File: src/rtl/cpu_ctrl_pkg.sv
// rtl/cpu_ctrl_pkg.sv - shared encodings for the multicycle control unit
package cpu_ctrl_pkg;

  typedef enum logic [3:0] {
    S_FETCH  = 4'd0,
    S_DECODE = 4'd1,
    S_MEMADR = 4'd2,
    S_MEMRD  = 4'd3,
    S_MEMWB  = 4'd4,
    S_MEMWR  = 4'd5,
    S_EXECR  = 4'd6,
    S_EXECI  = 4'd7,
    S_ALUWB  = 4'd8,
    S_BRANCH = 4'd9,
    S_UNIMP  = 4'd10
  } state_t;

  localparam logic [3:0] COND_EQ = 4'h0;
  localparam logic [3:0] COND_NE = 4'h1;
  localparam logic [3:0] COND_CS = 4'h2;
  localparam logic [3:0] COND_CC = 4'h3;
  localparam logic [3:0] COND_MI = 4'h4;
  localparam logic [3:0] COND_PL = 4'h5;
  localparam logic [3:0] COND_VS = 4'h6;
  localparam logic [3:0] COND_VC = 4'h7;
  localparam logic [3:0] COND_HI = 4'h8;
  localparam logic [3:0] COND_LS = 4'h9;
  localparam logic [3:0] COND_GE = 4'hA;
  localparam logic [3:0] COND_LT = 4'hB;
  localparam logic [3:0] COND_GT = 4'hC;
  localparam logic [3:0] COND_LE = 4'hD;
  localparam logic [3:0] COND_AL = 4'hE;
  localparam logic [3:0] COND_NV = 4'hF;

  localparam logic [1:0] ALU_ADD = 2'b00;
  localparam logic [1:0] ALU_SUB = 2'b01;
  localparam logic [1:0] ALU_AND = 2'b10;
  localparam logic [1:0] ALU_ORR = 2'b11;

  localparam logic [1:0] RES_ALUOUT = 2'b00;
  localparam logic [1:0] RES_RDATA  = 2'b01;
  localparam logic [1:0] RES_ALU    = 2'b10;

  localparam logic [1:0] SRCB_RD2  = 2'b00;
  localparam logic [1:0] SRCB_IMM  = 2'b01;
  localparam logic [1:0] SRCB_FOUR = 2'b10;

  localparam logic [1:0] OP_DP  = 2'b00;
  localparam logic [1:0] OP_MEM = 2'b01;
  localparam logic [1:0] OP_BR  = 2'b10;

endpackage

File: src/rtl/cond_unit.sv
// rtl/cond_unit.sv - condition evaluation, latched condex and NZCV register
module cond_unit
  import cpu_ctrl_pkg::*;
#(
  parameter logic [3:0] RESET_FLAGS = 4'b0000
) (
  input  logic       clk,
  input  logic       reset,
  input  logic [3:0] cond,
  input  logic [3:0] alu_flags,
  input  logic       cond_latch,
  input  logic [1:0] flag_w,
  output logic [3:0] flags,
  output logic       condex
);

  logic n, z, c, v;
  logic cond_met;

  always_comb begin
    {n, z, c, v} = flags;
    cond_met = 1'b0;
    case (cond)
      COND_EQ: cond_met = z;
      COND_NE: cond_met = ~z;
      COND_CS: cond_met = c;
      COND_CC: cond_met = ~c;
      COND_MI: cond_met = n;
      COND_PL: cond_met = ~n;
      COND_VS: cond_met = v;
      COND_VC: cond_met = ~v;
      COND_HI: cond_met = c & ~z;
      COND_LS: cond_met = ~c | z;
      COND_GE: cond_met = (n == v);
      COND_LT: cond_met = (n != v);
      COND_GT: cond_met = ~z & (n == v);
      COND_LE: cond_met = z | (n != v);
      COND_AL: cond_met = 1'b1;
      default: cond_met = 1'b0;
    endcase
  end

  // flag_w[1] covers NZ, flag_w[0] covers CV so logical ops can keep C/V
  always_ff @(posedge clk) begin
    if (reset) begin
      flags  <= RESET_FLAGS;
      condex <= 1'b0;
    end else begin
      if (cond_latch) condex <= cond_met;
      if (flag_w[1])  flags[3:2] <= alu_flags[3:2];
      if (flag_w[0])  flags[1:0] <= alu_flags[1:0];
    end
  end

endmodule

File: src/rtl/multicycle_ctrl.sv
// rtl/multicycle_ctrl.sv - multicycle fetch/decode/execute sequencer for the ARM-like core
module multicycle_ctrl
  import cpu_ctrl_pkg::*;
#(
  parameter logic [3:0] RESET_FLAGS = 4'b0000
) (
  input  logic       clk,
  input  logic       reset,
  input  logic [3:0] cond,
  input  logic [1:0] op,
  input  logic [5:0] funct,
  input  logic [3:0] Rd,
  input  logic [3:0] ALUFlags,
  input  logic       mem_ready,
  output logic       mem_req,
  output logic       PCWrite,
  output logic       AdrSrc,
  output logic       MemW,
  output logic       IRWrite,
  output logic       RegW,
  output logic [1:0] ResultSrc,
  output logic       ALUSrcA,
  output logic [1:0] ALUSrcB,
  output logic [1:0] ALUControl,
  output logic [1:0] ImmSrc,
  output logic [1:0] RegSrc,
  output logic [3:0] Flags,
  output logic [3:0] state_o
);

  state_t     state, state_next;
  logic       condex;
  logic       cond_latch;
  logic [1:0] flag_w;
  logic [1:0] dp_alu;
  logic [1:0] dp_flag_w;
  logic       pc_dest;

  cond_unit #(.RESET_FLAGS(RESET_FLAGS)) u_cond (
    .clk        (clk),
    .reset      (reset),
    .cond       (cond),
    .alu_flags  (ALUFlags),
    .cond_latch (cond_latch),
    .flag_w     (flag_w),
    .flags      (Flags),
    .condex     (condex)
  );

  assign pc_dest = (Rd == 4'd15);
  assign ImmSrc  = op;
  assign RegSrc  = {(op == OP_MEM) & ~funct[0], (op == OP_BR)};
  assign state_o = state;

  // unlisted data-processing opcodes compute ADD but never touch the flags
  always_comb begin
    dp_alu    = ALU_ADD;
    dp_flag_w = 2'b00;
    case (funct[4:1])
      4'b0100: begin dp_alu = ALU_ADD; dp_flag_w = 2'b11; end
      4'b0010: begin dp_alu = ALU_SUB; dp_flag_w = 2'b11; end
      4'b0000: begin dp_alu = ALU_AND; dp_flag_w = 2'b10; end
      4'b1100: begin dp_alu = ALU_ORR; dp_flag_w = 2'b10; end
      default: begin dp_alu = ALU_ADD; dp_flag_w = 2'b00; end
    endcase
  end

  always_ff @(posedge clk) begin
    if (reset) state <= S_FETCH;
    else       state <= state_next;
  end

  always_comb begin
    state_next = state;
    mem_req    = 1'b0;
    PCWrite    = 1'b0;
    AdrSrc     = 1'b0;
    MemW       = 1'b0;
    IRWrite    = 1'b0;
    RegW       = 1'b0;
    ResultSrc  = RES_ALUOUT;
    ALUSrcA    = 1'b0;
    ALUSrcB    = SRCB_RD2;
    ALUControl = ALU_ADD;
    cond_latch = 1'b0;
    flag_w     = 2'b00;
    case (state)
      S_FETCH: begin
        mem_req   = 1'b1;
        ALUSrcA   = 1'b1;
        ALUSrcB   = SRCB_FOUR;
        ResultSrc = RES_ALU;
        if (mem_ready) begin
          IRWrite    = 1'b1;
          PCWrite    = 1'b1;
          state_next = S_DECODE;
        end
      end
      S_DECODE: begin
        ALUSrcA    = 1'b1;
        ALUSrcB    = SRCB_FOUR;
        ResultSrc  = RES_ALU;
        cond_latch = 1'b1;
        case (op)
          OP_DP:   state_next = funct[5] ? S_EXECI : S_EXECR;
          OP_MEM:  state_next = S_MEMADR;
          OP_BR:   state_next = S_BRANCH;
          default: state_next = S_UNIMP;
        endcase
      end
      S_MEMADR: begin
        ALUSrcB    = SRCB_IMM;
        state_next = funct[0] ? S_MEMRD : S_MEMWR;
      end
      S_MEMRD: begin
        mem_req = 1'b1;
        AdrSrc  = 1'b1;
        if (mem_ready) state_next = S_MEMWB;
      end
      S_MEMWB: begin
        ResultSrc  = RES_RDATA;
        RegW       = condex;
        PCWrite    = condex & pc_dest;
        state_next = S_FETCH;
      end
      S_MEMWR: begin
        // a failed condition skips the bus cycle entirely
        mem_req = condex;
        AdrSrc  = 1'b1;
        MemW    = condex;
        if (!condex || mem_ready) state_next = S_FETCH;
      end
      S_EXECR, S_EXECI: begin
        ALUSrcB    = (state == S_EXECI) ? SRCB_IMM : SRCB_RD2;
        ALUControl = dp_alu;
        flag_w     = (condex & funct[0]) ? dp_flag_w : 2'b00;
        state_next = S_ALUWB;
      end
      S_ALUWB: begin
        ResultSrc  = RES_ALUOUT;
        RegW       = condex;
        PCWrite    = condex & pc_dest;
        state_next = S_FETCH;
      end
      S_BRANCH: begin
        ALUSrcA    = 1'b1;
        ALUSrcB    = SRCB_IMM;
        ResultSrc  = RES_ALU;
        PCWrite    = condex;
        state_next = S_FETCH;
      end
      S_UNIMP:  state_next = S_FETCH;
      default:  state_next = S_FETCH;
    endcase
    if (reset) begin
      mem_req    = 1'b0;
      PCWrite    = 1'b0;
      AdrSrc     = 1'b0;
      MemW       = 1'b0;
      IRWrite    = 1'b0;
      RegW       = 1'b0;
      ResultSrc  = RES_ALUOUT;
      ALUSrcA    = 1'b0;
      ALUSrcB    = SRCB_RD2;
      ALUControl = ALU_ADD;
      cond_latch = 1'b0;
      flag_w     = 2'b00;
    end
  end

endmodule

File: config.mk
export PLATFORM = sky130hd
export DESIGN_NAME = multicycle_ctrl
export DESIGN_NICKNAME = d
export VERILOG_FILES = /design/src/rtl/cpu_ctrl_pkg.sv /design/src/rtl/cond_unit.sv /design/src/rtl/multicycle_ctrl.sv
export SDC_FILE = /design/constraint.sdc
export NUM_CORES = 1
export LEC_CHECK = 0
export CORE_MARGIN = 4
export CORE_UTILIZATION = 37
export DETAILED_ROUTE_END_ITERATION = 6
export GPL_ROUTABILITY_DRIVEN = 0
export PLACE_DENSITY = 0.77
export SYNTH_ARGS = -nofsm -noshare
export SYNTH_HDL_FRONTEND = slang
export SYNTH_HIERARCHICAL = 1
export SYNTH_SLANG_ARGS = --single-unit
File: constraint.sdc
create_clock -name clk -period 1.89 [get_ports clk]
set_input_delay 0.189 -clock clk [delete_from_list [all_inputs] [get_ports clk]]
set_output_delay 0.189 -clock clk [all_outputs]
set_load 0.02 [all_outputs]
==> results of run 1 <==
[through the flow]
stage	utilization	power, mW	std cells	setup WS, ns	hold WS [ns]
after detailed placement	0.654	0.705	225	-0.377	0.576
after floorplan	-	0.473	137	-0.185	0.261
after CTS	0.674	0.854	231	-0.0141	0.485
final	0.673	0.855	231	0.0340	0.502
after global routing	0.673	0.915	231	-0.0194	0.545
after global placement	0.654	0.696	225	-0.357	0.568
[routing by layer]
metal / track usage / up-vias
met1: 0.223 / 585
met5: 0 / -
met2: 0.350 / 41
met4: 0.0253 / 0
li1: - / 625
met3: 0.0605 / 2
[kinds of logic (layout without fill, tap and decap cells)]
| group | Yosys count | after routing | share of synthesized area |
|---|---|---|---|
| AND/OR/NAND/NOR | 65 | 65 | 0.361 |
| buffers and inverters | 19 | 83 | 0.107 |
| multiplexers | 4 | 4 | 0.0400 |
| AO/OA/AOI/OAI | 33 | 33 | 0.242 |
| flip-flops | 9 | 9 | 0.180 |
| XOR/XNOR | 7 | 7 | 0.0688 |
[where the power goes]
group	internal, mW	switching [mW]	total [mW]
clock network	0.0815	0.0694	0.151
logic	0.243	0.247	0.490
registers	0.203	0.0116	0.214
[timing repair]
action | in CTS | in global routing
pin swaps | 3 | 3
gates cloned | 0 | 0
buffers inserted | 2 | 0
resized for setup | 32 | 16
endpoints found under the setup margin | 17 | 12
[cells in the final DEF (no fill, tap or decap), types with 3 or more instances in the layout]
cell	synthesis	layout
o21ai_0	3	3
clkbuf_2	2	5
nor2_1	22	21
xnor2_1	4	4
a21oi_1	9	9
nor3_1	4	3
nor2b_1	7	7
buf_4	4	27
clkdlybuf4s50_1	0	33
dlygate4sd2_1	0	4
inv_1	4	4
mux2i_1	4	4
dfxtp_1	9	6
clkbuf_4	0	3
nand2_1	6	5
and3_1	3	3
o21bai_1	3	3
[flip-flops by register name, indices dropped and copies added (netlist names)]
register / count
u_cond/flags: 4
state_o: 4
u_cond/condex: 1
[cell type report]
class,count,share of cell area
Clock buffer,4,0.0155
Inverter,4,0.00884
Multi-Input combinational cell,109,0.454
Timing Repair Buffer,75,0.390
Sequential cell,9,0.110
Tap cell,30,0.0221
[how the worst max path moves through the flow]
stage,startpoint,end,cells past startpoint
after floorplan,state_o[0],ALUSrcA,3
after global placement,reset,ALUControl[1],4
after detailed placement,reset,ALUControl[1],4
after CTS,state_o[2],PCWrite,7
after global routing,state_o[2],u_cond/flags[1],7
final,funct[1],u_cond/flags[3],7
[critical path: stages]
cell and delay [ns]:
clkdlybuf4s50_1 0.39, or4_4 0.54, buf_6 0.13, or2_4 0.25, a211oi_4 0.20, mux2i_1 0.23, nor2_1 0.05
==> flow_summary.toml, run 1 <==
[clock_tree]
hold_buffers = 0
clock_sinks = 9
htree_levels = 1
cts_tree = "built"
clkSlewWorstSetupHoldPaths_ns = 0.06
clockBufferDepth = 2
cts_made_buffers = 3
clockRootBuffer = "clkbuf_4"
clkLatencyLatePin_ns = 0.27

[floorplanning]
initial_core_util = 0.397
io_pins = 48
die_w_um = 60.0
placementRows = 18
core-area_um2 = 2520
die-area_um2 = 3600
die_h_um = 60.0

[min_path]
worstHoldStart = "reset"
hp-class = "primary input to register"
min_to = "state_o[1]"
min_path_cells = 3

[timing]
fin_crit_ns = 1.86
grt_setup_unrepaired = "yes"
tns_ns = 0
maxSlewViolCount = 0
period_share = 0.982
setup_viol = 0
fmax_mhz = 539
tightest_slew_ns = 0.362
finalHoldViolCount = 0
finClkSkew_ns = 0.00635
slew_headroom = 0.752

[drt]
wl_met3_um = 233
first_iter_violations = 73
num_vias = 1253
dr.pass1.iters = 5
ant_nets = 0
top_layer_used = "met4"
met2WireLength_um = 1740
vias_per_cell = 5.42
met1_length_um = 1340
drc = 0
wire_per_inst_um = 14.4
drt-total-wl_um = 3320

[synthesis]
synth-edff-count = 0
synthArstFlopShare = 0
synth_cell_types = 49
synth_commonest_cells = "nor2_1, a21oi_1, dfxtp_1, nor2b_1, nand2_1"
avgSynthCellArea_um2 = 7.31
synth.ff_latch_count = 9
synth_seq_area_share = 0.180
syn_inst = 137
synth_nets = 160
synthFlopType = "dfxtp_1"
synth_top_area_frac = 0.180
post-synth-top-count-cell = "nor2_1"
netlist_area_um2 = 1000
synth_area_leaders = "dfxtp_1, nor2_1, a21oi_1"
yosys_warnings = 6
synth_top_area_cell = "dfxtp_1"

[worst_setup_path]
r2r-start = "state_o[2]"
end_kind = "register"
ff2ff_path_depth = 7
r2r_end = "u_cond/flags[3]"
startpoint_type = "primary input"
crit_fanout = 2
arrival_ns = 2.01
worstPathRequired_ns = 2.04
rrSetupSlack_ns = 0.06
critical_path_class = "primary input to register"

[layout]
diodes = 0
fill_cells = 217
final_nets = 225
ff_latch_area_um2 = 186
multi_input_area_um2 = 771
areaGrowthSynthToFinish_pct = 69.6
post-route-cell-area_um2 = 1700
drive_gt1_frac = 0.294

[grt]
grtUsageTotal = 0.192
grt_pass1_wl_um = 5380
grt_max_degree = 18
antenna_found_initial = 0
grt_pass1_vias = 1266
grt_overflow = 0

[placement]
io_buffers = 47
hpwl_um = 2480
placed_area_um2 = 1650

[power]
vdd_drop_max_mv = 0.482
p_per_area_nw_per_um2 = 504
p_leak_nw = 0.676

[status]
status = "finished, final reports clean"

[job]
cap_violations = 0
Power figures use the tool's default switching activity.
==> inputs of run 2 (changes only) <==
GPL_ROUTABILITY_DRIVEN = 1   (was 0)
==> results of run 2 <==
The final DEF is identical to that of run 1; final timing and power are the same.
==> inputs of run 3 (changes only) <==
CTS_CLUSTER_DIAMETER = 200   (was not set)
==> results of run 3 <==
The final DEF is identical to that of run 1; final timing and power are the same.
